`config.mk`:
```
export PLATFORM = sky130hd
export DESIGN_NAME = mem_arbiter
export DESIGN_NICKNAME = d
export VERILOG_FILES = /design/src/rtl/mem_arbiter.sv
export SDC_FILE = /design/constraint.sdc
export NUM_CORES = 1
export LEC_CHECK = 0
export ABC_AREA = 1
export ABC_CLOCK_PERIOD_IN_PS = 1700
export CORE_AREA = 2 2 122 124
export DETAILED_ROUTE_END_ITERATION = 10
export DIE_AREA = 0 0 124 126
export PLACE_DENSITY = 0.64
export SLEW_MARGIN = 40
export SYNTH_ARGS = -nofsm -noshare
export SYNTH_HDL_FRONTEND = slang
export SYNTH_SLANG_ARGS = --single-unit
export TNS_END_PERCENT = 20
```
`constraint.sdc`:
```
create_clock -name clk -period 1.7 [get_ports clk]
set_input_delay 0.255 -clock clk [delete_from_list [all_inputs] [get_ports clk]]
set_output_delay 0.255 -clock clk [all_outputs]
set_load 0.02 [all_outputs]
```
`src/rtl/mem_arbiter.sv`:
```
// mem_arbiter: two-master round-robin arbiter in front of one valid/ready
// memory slave. Master 0 is instruction fetch, master 1 is load/store.
// Each transaction costs one IDLE arbitration cycle plus the BUSY cycles;
// a watchdog completes a stuck transaction with ERR_DATA and an err pulse.
module mem_arbiter #(
    parameter int unsigned TIMEOUT  = 256,
    parameter logic [31:0] ERR_DATA = 32'hDEAD_BEEF
) (
    input  logic        clk,
    input  logic        rst,
    input  logic        m0_valid,
    input  logic [31:0] m0_addr,
    input  logic [31:0] m0_wdata,
    input  logic [3:0]  m0_wstrb,
    output logic        m0_ready,
    output logic [31:0] m0_rdata,
    input  logic        m1_valid,
    input  logic [31:0] m1_addr,
    input  logic [31:0] m1_wdata,
    input  logic [3:0]  m1_wstrb,
    output logic        m1_ready,
    output logic [31:0] m1_rdata,
    output logic        s_valid,
    output logic [31:0] s_addr,
    output logic [31:0] s_wdata,
    output logic [3:0]  s_wstrb,
    input  logic        s_ready,
    input  logic [31:0] s_rdata,
    output logic        grant,
    output logic        busy,
    output logic        err
);
    typedef enum logic {IDLE = 1'b0, BUSY = 1'b1} state_t;

    // Watchdog compare value; a zero TIMEOUT turns the watchdog off entirely.
    localparam bit          WD_EN   = (TIMEOUT != 0);
    localparam logic [15:0] WD_LAST = WD_EN ? 16'(TIMEOUT - 1) : 16'd0;

    state_t      state;
    logic        grant_q;
    logic        last_q;
    logic [15:0] wd_cnt;

    // Masters gathered into packed arrays so the slave mux is a plain index.
    logic [1:0]       m_valid;
    logic [1:0][31:0] m_addr;
    logic [1:0][31:0] m_wdata;
    logic [1:0][3:0]  m_wstrb;

    assign m_valid = {m1_valid, m0_valid};
    assign m_addr  = {m1_addr,  m0_addr};
    assign m_wdata = {m1_wdata, m0_wdata};
    assign m_wstrb = {m1_wstrb, m0_wstrb};

    logic in_busy;
    logic timeout_hit;
    logic done;
    logic winner;

    assign in_busy     = (state == BUSY);
    // A real s_ready in the last watchdog cycle wins over the timeout.
    assign timeout_hit = WD_EN && in_busy && !s_ready && (wd_cnt == WD_LAST);
    assign done        = in_busy && (s_ready || timeout_hit);
    // Lone requester wins; on contention the master that did not go last wins.
    assign winner      = m1_valid && (!m0_valid || !last_q);

    // Arbitration state, grant/last pointers and the watchdog counter.
    always_ff @(posedge clk) begin
        if (rst) begin
            state   <= IDLE;
            grant_q <= 1'b0;
            last_q  <= 1'b1;
            wd_cnt  <= 16'd0;
        end else begin
            case (state)
                IDLE: begin
                    if (|m_valid) begin
                        grant_q <= winner;
                        state   <= BUSY;
                        wd_cnt  <= 16'd0;
                    end
                end
                BUSY: begin
                    if (done) begin
                        last_q <= grant_q;
                        state  <= IDLE;
                    end else if (wd_cnt != 16'hFFFF) begin
                        wd_cnt <= wd_cnt + 16'd1;
                    end
                end
                default: state <= IDLE;
            endcase
        end
    end

    // Outputs are forced quiet while rst is high so an aborted transaction
    // never produces a completion, even if s_ready lands in the reset cycle.
    assign busy    = in_busy && !rst;
    assign grant   = grant_q;
    assign err     = timeout_hit && !rst;
    assign s_valid = busy && m_valid[grant_q];
    assign s_addr  = m_addr[grant_q];
    assign s_wdata = m_wdata[grant_q];
    assign s_wstrb = m_wstrb[grant_q];

    assign m0_ready = done && !rst && !grant_q;
    assign m1_ready = done && !rst &&  grant_q;
    assign m0_rdata = (timeout_hit && !grant_q) ? ERR_DATA : s_rdata;
    assign m1_rdata = (timeout_hit &&  grant_q) ? ERR_DATA : s_rdata;

endmodule
```
==> results <==
-- stage by stage --
| stage | cell area, sq um | std cells |
|---|---|---|
| after global placement | 6260 | 1071 |
| after detailed placement | 6260 | 1071 |
| after global routing | 6630 | 1090 |
| after CTS | 6680 | 1086 |
| after floorplan | 2600 | 548 |
| final | 6630 | 1092 |
-- critical path, cell delays in order (launching register included) --
cell and delay (ns):
dfxtp_2 0.35, ha_4 0.15, nand2_4 0.06, nor2_4 0.13, nand2_2 0.07, inv_2 0.07, nand2_4 0.06, buf_6 0.13
nand2_4 0.05, buf_6 0.10, nand2_8 0.06, nor3_4 0.11, buf_6 0.15
-- cell usage in the layout, fill, tap and decap left out, drive strengths merged, types with 7 or more instances in the layout --
master | synthesis | layout
dlygate4sd2 | 0 | 8
dfxtp | 19 | 19
clkdlybuf4s50 | 0 | 172
o21ai | 7 | 7
nand2 | 332 | 332
inv | 68 | 68
clkbuf | 14 | 27
a21oi | 8 | 8
buf | 10 | 157
nand3 | 28 | 28
clkdlybuf4s15 | 0 | 18
nor2 | 48 | 48
-- per-layer routing --
metal,up-vias,GRT usage
met5,-,0
met4,2,0.0225
met3,16,0.110
met2,193,0.323
met1,1869,0.228
li1,2332,-
-- sequential cells by signal (all words and copies together), names as in the netlist --
signal,count
in_busy,1
grant,1
last_q,1
wd_cnt,16
-- power breakdown --
part           leakage [nW]  internal [W]  switching, W
sequential            0.156      0.000464     0.0000172
clock                0.0382      0.000319      0.000176
combinational          3.35      0.000879      0.000838
total                  3.54       0.00166       0.00103
-- layout make-up --
class,count,area [sq um]
fillers,1487,7680
inverters,70,268
well taps,184,230
repair buffers,379,3680
flip-flops and latches,19,388
diodes,2,5.00
multi-input cells,434,1980
clock buffers,4,78.8
-- worst max path at each step --
stage	cells past startpoint	start	endpoint	slack, ns
finish	12	wd_cnt[0]$_SDFFE_PP0P_	m1_ready	-0.31
global route	12	wd_cnt[0]$_SDFFE_PP0P_	m0_rdata[20]	-0.42
CTS	12	wd_cnt[1]$_SDFFE_PP0P_	m1_ready	-0.28
detailed placement	10	s_ready	m0_rdata[10]	-0.67
global placement	10	s_ready	m0_rdata[16]	-0.69
floorplan	10	wd_cnt[0]$_SDFFE_PP0P_	m1_ready	-0.07
-- kinds of logic after synthesis --
family / count (synthesis) / synth area share
DFF: 19 / 0.147
xor gates and xnor gates: 2 / 0.00676
buffers and inverters: 95 / 0.155
and+or+nand+nor: 415 / 0.655
adders and majority gates: 1 / 0.00483
AOI/OAI and AO/OA: 16 / 0.0319
-- timing repair --
action / CTS / global route
resized for setup: 564 / 50
cloned: 3 / 1
buffers inserted: 8 / 3
setup endpoints to repair: 141 / 139
pin swaps: 4 / 4
==> run metrics <==
Post-synth EDFFs=0; Final nets=1081; WL per Instance=15.0 um; outcome=finished with violations; starting density of the core=0.181; Synth Warn #=0; M1 wire length=6.32 mm; hold endpoint=last_q$_SDFFE_PP1P_; Placer Congestion=0.838; uppermost routed layer=met5; required time of the worst setup path=1.44 ns; final-report hold violation count=0; Tmin final=2.01 ns; Synth top cells by count=nand2_1, inv_1, nor2_1; failing checks=setup timing; Yosys reg bits=19; total gr overflow=0; R2R setup slack=-0.22 ns; routed wl met2=7.53 mm; final setup TNS=-16.43 ns; top cell type's share of synthesized area=0.468; Max Cap Violations=0; synthesized area=2590 sq um; Initial DRC Count=193; share of cells above drive strength 1=0.295; Worst setup SP type=flop; WL met3=2.39 mm; Tot Pwr=0.00269 W; Final Max Tran Viols=0; RR Endpoint=wd_cnt[8]$_SDFFE_PP0P_; first-pass GRT wire length=23.1 mm; most frequent cell after synthesis=nand2_1; syn nets=722; crit path kind=flop to primary output; routed wire length=16.4 mm; Max IR drop VDD=0.000276 V; slew margin rel.=0.819; pwr dens=406 nW/um^2; drt first pass iters=5; pre-CTS WS=-0.667 ns; CTS Root Cell=clkbuf_16; CTS clk-pin slew, worst paths=0.06 ns; Avg Synthesized Cell Area=4.73 sq um; P&R area growth vs syn=156%; CP endpoint kind=primary output; Yosys top cell by area=nand2_1; Total GRT Usage=0.196; final period utilization=1.18; DR vias=4412; most used flip-flop cell after synthesis=dfxtp_1; drt drc=0; R2R Path Start=wd_cnt[0]$_SDFFE_PP0P_; vias per cell=4.04; Top-Level Pins=311; num rows=44; Fin Clk Skew=0.00188 ns; post-layout util=0.463; via count of the first global-routing pass=4046; post-route ant nets=0; Fmax=498 MHz; worst hold slack=0.480 ns; count of final setup violators=88; CTS buffer count=3; post-DP HPWL=13.3 mm; crit-path max FO=5; die area=15600 sq um; Hold Path Class=flop to flop; largest net degree at the start of global routing=23; Area contributors post-synth=nand2_1, dfxtp_1, inv_1; htree depth=1; post-synthesis cell count=548; worst skew pair latency=0.25 ns; IO Port Bufs=310; Async SR Flop Fraction=0; die width=124 um; Seq/Total Area, Yosys=0.147; clk buf depth=2; hold depth=2; Sink Count=19; RSZ-0062 raised after global routing=yes; core area=14300 sq um; Crit path arrival time=1.75 ns; TritonCTS clock tree=built; final worst slack=-0.306 ns; leak pwr=3.54 nW; R2R cell count=15; initial antenna violation count=3; Netlist cell types=30; measured slew at the worst slew-check pin=0.271 ns; Die H=126 um; hold_sp=last_q$_SDFFE_PP1P_; CTS hold repair buffers=0
Power figures use the tool's default switching activity.
